<file path="config.mk">
export PLATFORM = sky130hd
export DESIGN_NAME = mult_booth
export DESIGN_NICKNAME = d
export VERILOG_FILES = /design/src/rtl/mult_booth.sv
export SDC_FILE = /design/constraint.sdc
export NUM_CORES = 1
export LEC_CHECK = 0
export CAP_MARGIN = 20
export CORE_MARGIN = 3
export CORE_UTILIZATION = 55
export CTS_CLUSTER_DIAMETER = 200
export CTS_CLUSTER_SIZE = 8
export DETAILED_ROUTE_END_ITERATION = 8
export DONT_BUFFER_PORTS = 1
export PLACE_DENSITY = 0.66
export SYNTH_ARGS = -nofsm -noshare
export SYNTH_HDL_FRONTEND = slang
export SYNTH_SLANG_ARGS = --single-unit
</file>
<file path="constraint.sdc">
create_clock -name clk -period 9.8 [get_ports clk]
set_clock_uncertainty 0.15 [all_clocks]
set_input_delay 1.96 -clock clk [delete_from_list [all_inputs] [get_ports clk]]
set_output_delay 1.96 -clock clk [all_outputs]
set_load 0.05 [all_outputs]
</file>
<file path="src/rtl/mult_booth.sv">
// Radix-2 Booth sequential signed multiplier.
// One Booth step per clock; full 2*WIDTH-bit product after WIDTH steps.
//
// Ports:
//   clk    - clock, rising edge
//   reset  - asynchronous active-low reset
//   start  - begin a multiply (taken in IDLE or DONE)
//   op_a   - signed multiplicand
//   op_b   - signed multiplier
//   busy   - high while iterating
//   done   - one-cycle pulse, hi/lo hold the new product
//   hi, lo - upper / lower halves of the product

module mult_booth #(
    parameter int WIDTH = 32
) (
    input  logic             clk,
    input  logic             reset,
    input  logic             start,
    input  logic [WIDTH-1:0] op_a,
    input  logic [WIDTH-1:0] op_b,
    output logic             busy,
    output logic             done,
    output logic [WIDTH-1:0] hi,
    output logic [WIDTH-1:0] lo
);

    localparam int CW = $clog2(WIDTH + 1);

    typedef enum logic [1:0] {
        IDLE = 2'd0,
        RUN  = 2'd1,
        DONE = 2'd2
    } state_t;

    state_t state_q, state_d;

    logic [WIDTH:0]   a_q,   a_d;
    logic [WIDTH-1:0] q_q,   q_d;
    logic             q1_q,  q1_d;
    logic [CW-1:0]    cnt_q, cnt_d;
    logic [WIDTH-1:0] m_q,   m_d;
    logic [WIDTH-1:0] hi_q,  hi_d;
    logic [WIDTH-1:0] lo_q,  lo_d;

    logic [WIDTH:0]   m_ext;
    logic [WIDTH:0]   acc;
    logic [WIDTH:0]   a_sh;
    logic [WIDTH-1:0] q_sh;
    logic             q1_sh;
    logic             capture;
    logic             last;

    // Accumulator is one bit wider than the operand so A - M
    // stays representable for the most negative multiplicand.
    assign m_ext = {m_q[WIDTH-1], m_q};

    always_comb begin
        acc = a_q;
        case ({q_q[0], q1_q})
            2'b01:   acc = a_q + m_ext;
            2'b10:   acc = a_q - m_ext;
            default: acc = a_q;
        endcase
    end

    // Arithmetic right shift of {A,Q,Q_1}; old Q_1 falls off the end.
    assign {a_sh, q_sh, q1_sh} = {acc[WIDTH], acc, q_q};

    assign capture = (state_q != RUN) && start;
    assign last    = (state_q == RUN) && (cnt_q == CW'(1));

    // State register
    always_ff @(posedge clk or negedge reset) begin
        if (!reset) begin
            state_q <= IDLE;
        end else begin
            state_q <= state_d;
        end
    end

    // Next-state logic
    always_comb begin
        state_d = state_q;
        case (state_q)
            IDLE:    if (start) state_d = RUN;
            RUN:     if (last)  state_d = DONE;
            DONE:    state_d = start ? RUN : IDLE;
            default: state_d = IDLE;
        endcase
    end

    // Output logic
    always_comb begin
        busy = 1'b0;
        done = 1'b0;
        case (state_q)
            RUN:     busy = 1'b1;
            DONE:    done = 1'b1;
            default: begin
                busy = 1'b0;
                done = 1'b0;
            end
        endcase
    end

    // Datapath next values
    always_comb begin
        a_d   = a_q;
        q_d   = q_q;
        q1_d  = q1_q;
        cnt_d = cnt_q;
        m_d   = m_q;
        hi_d  = hi_q;
        lo_d  = lo_q;
        if (capture) begin
            m_d   = op_a;
            q_d   = op_b;
            q1_d  = 1'b0;
            a_d   = '0;
            cnt_d = CW'(WIDTH);
        end else if (state_q == RUN) begin
            a_d   = a_sh;
            q_d   = q_sh;
            q1_d  = q1_sh;
            cnt_d = cnt_q - CW'(1);
            // Result registers change only when the final step lands.
            if (last) begin
                hi_d = a_sh[WIDTH-1:0];
                lo_d = q_sh;
            end
        end
    end

    // Datapath registers
    always_ff @(posedge clk or negedge reset) begin
        if (!reset) begin
            a_q   <= '0;
            q_q   <= '0;
            q1_q  <= 1'b0;
            cnt_q <= '0;
            m_q   <= '0;
            hi_q  <= '0;
            lo_q  <= '0;
        end else begin
            a_q   <= a_d;
            q_q   <= q_d;
            q1_q  <= q1_d;
            cnt_q <= cnt_d;
            m_q   <= m_d;
            hi_q  <= hi_d;
            lo_q  <= lo_d;
        end
    end

    assign hi = hi_q;
    assign lo = lo_q;

endmodule

</file>
==> impl_metrics.yaml <==
status:
  status: "completed"
placed_design:
  pre_cts_ws_ps: 5080
  io_buffers: 0
  dp_hpwl_mm: 14.3
  gp_routability_congestion: 0.863
  dp.cells: 1166
critical_path:
  start_kind: "flop"
  setup.worst_path.class: "reg2reg"
  crit_fanout: 6
  required_ps: 9990
  endpoint_kind: "flop"
  arrival_ps: 4970
timing:
  final_max_slew_viol_count: 0
  tightestPinTransition_ps: 930
  tns_ps: 0
  min_period_over_period_pct: 48.7
  maxSlewHeadroom_pct: 37.9
  fmax_mhz: 209
  hold_viol: 0
  fin_crit_ps: 4770
  fin_ws_ps: 5030
  rsz0062_at_grt: "false"
  setup_violations: 0
global_routing:
  antenna_found_initial: 0
  grtUsageTotal_pct: 22.8
  grt_max_degree: 170
  grt_pass1_wl_mm: 33.5
  grt_pass1_vias: 6467
  globalRoute.totalOverflow: 0
routing:
  drt-pass1-iter-count: 5
  drc: 0
  avgViaCountPerCell: 5.72
  ant_nets: 0
  drtIter0Drc: 444
  postRouteWirelength_mm: 20.5
  dr_total_vias: 6858
  wl_per_cell_um: 17.1
floorplan:
  start_util_pct: 57.2
  io_pins: 133
  core_area_um2: 16200
  dieArea_um2: 18400
  die_x_um: 136
  die_h_um: 136
  num_rows: 46
clock_tree:
  h-tree-depth: 4
  clk_pin_slew_ps: 70
  cts_setup_buffers: 0
  cts_num_sinks: 169
  cts_tree: "built"
  cts_made_buffers: 17
  clockBufferDepth: 2
  cts_root_buf: "clkbuf_16"
  ctsResizeCount: 0
  clk_latency_ps: 420
  cts_hold_buffers: 0
layout:
  syn_to_final_growth_pct: 8.42
  insertedDiodeCount: 0
  layout_commonest_cell: "nand2_1"
  final_cell_mix: "197 x nand2_1, 169 x dfrtp_1, 105 x o21ai_0"
  fin_nets: 1074
  drive_above_1_share_pct: 9.78
  fin_cells: 1198
synth:
  synth_edf_count: 0
  ys_ff_latch: 169
  yosysSeqAreaShare_pct: 45.7
  synth-main-ff-cell: "dfrtp_1"
  netlist_instances: 993
  syn-num-nets: 1097
  yosysUniqueCellTypes: 66
  yosys_warnings: 0
  netlist_area_um2: 9260
  async_reset_ff_share_pct: 100
  postSynthAreaPerCell_um2: 9.32
min_path:
  worstHoldPathType: "reg2reg"
job:
  drv_cap: 0
-- layout make-up --
cell class | instances | area [um^2]
Clock buffer | 17 | 425
Inverter | 17 | 63.8
Timing Repair Buffer | 8 | 80.1
Tap cell | 216 | 270
Clock inverter | 14 | 188
Fill cell | 1394 | 6140
Multi-Input combinational cell | 757 | 4780
Sequential cell | 169 | 4230
-- worst paths after layout --
check / slack [ps] / to / from / cells after the start
worst max register to register: 5030 / hi[31]$_DFFE_PN0P_ / m_q[2]$_DFFE_PN0P_ / 17
worst min register to register: 320 / cnt_q[5]$_DFFE_PN0P_ / cnt_q[5]$_DFFE_PN0P_ / 1
max in group asynchronous: 8220 / m_q[29]$_DFFE_PN0P_ / reset / 0
worst max-delay path: 5030 / hi[31]$_DFFE_PN0P_ / m_q[2]$_DFFE_PN0P_ / 17
min in group asynchronous: 1070 / lo[9]$_DFFE_PN0P_ / reset / 0
worst min-delay path: 320 / cnt_q[5]$_DFFE_PN0P_ / cnt_q[5]$_DFFE_PN0P_ / 1
-- per-stage QoR --
step / area (um^2) / util, % / hold WS, ps
CTS: 10000 / 61.9 / 324
finish: 10000 / 62.0 / 318
floorplan: 9260 / - / 285
global placement: 9390 / 58.1 / 307
global route: 10000 / 62.0 / 357
detailed placement: 9390 / 58.1 / 314
-- logic make-up after synthesis --
| group | Yosys count | share of synthesized area [%] |
|---|---|---|
| AOI/OAI and AO/OA | 233 | 14.9 |
| DFF | 169 | 45.7 |
| adders and majority gates | 37 | 5.08 |
| xor gates and xnor gates | 53 | 5.02 |
| muxes | 79 | 9.06 |
| buffers and inverters | 67 | 2.73 |
| and+or+nand+nor | 355 | 17.5 |
-- synthesized netlist by cell type, types with 3 or more instances --
library cell	count	area share [%]
or3_1	3	0.20
nor4_1	7	0.47
xor2_1	12	1.1
clkbuf_1	40	1.6
o21ai_1	9	0.49
and3_1	7	0.47
mux2_2	38	4.6
o21a_1	6	0.49
ha_1	36	4.9
o2111ai_1	3	0.28
nor2_1	51	2.1
nand3_1	32	1.7
a31oi_1	11	0.74
and4_1	3	0.28
a21o_1	20	1.6
or2_2	4	0.27
nand2_1	198	8.0
o21ai_0	105	5.7
mux2i_1	41	4.4
nor3_1	13	0.70
buf_1	9	0.36
nand2b_1	5	0.34
and2_1	6	0.41
a21oi_1	44	2.4
or4_1	3	0.24
dfrtp_1	169	46
xnor2_1	41	3.9
nor2b_1	5	0.34
a211oi_1	9	0.73
inv_1	15	0.61
-- layer usage --
layer | up-vias | GRT usage [%] | part of all wire [%]
met5 | - | 0 | 0
met4 | 0 | 6.38 | 1.3
met3 | 20 | 5.61 | 7.1
met2 | 183 | 33.3 | 43
met1 | 3211 | 33.8 | 49
li1 | 3444 | - | -
-- critical path, cell delays in order, from the launching register on --
cell	delay, ps
dfrtp_1	420
nor2_1	160
nor4b_1	610
nor3b_2	440
and3_1	250
and2_1	170
a21oi_1	80
xnor2_1	140
ha_1	350
a21o_1	220
a21o_1	170
a21o_1	190
a21o_1	200
a32oi_1	220
nand4_2	130
and3_2	220
or4_1	400
a31oi_1	170
-- registers in the layout (all words and copies together) (netlist names) --
name,flops
q_q,32
a_q,32
state_q,2
lo,32
q1_q,1
cnt_q,6
m_q,32
hi,32
Power is not shown: default switching activity piles up to over one toggle a cycle in this logic, so the estimate is an artifact.
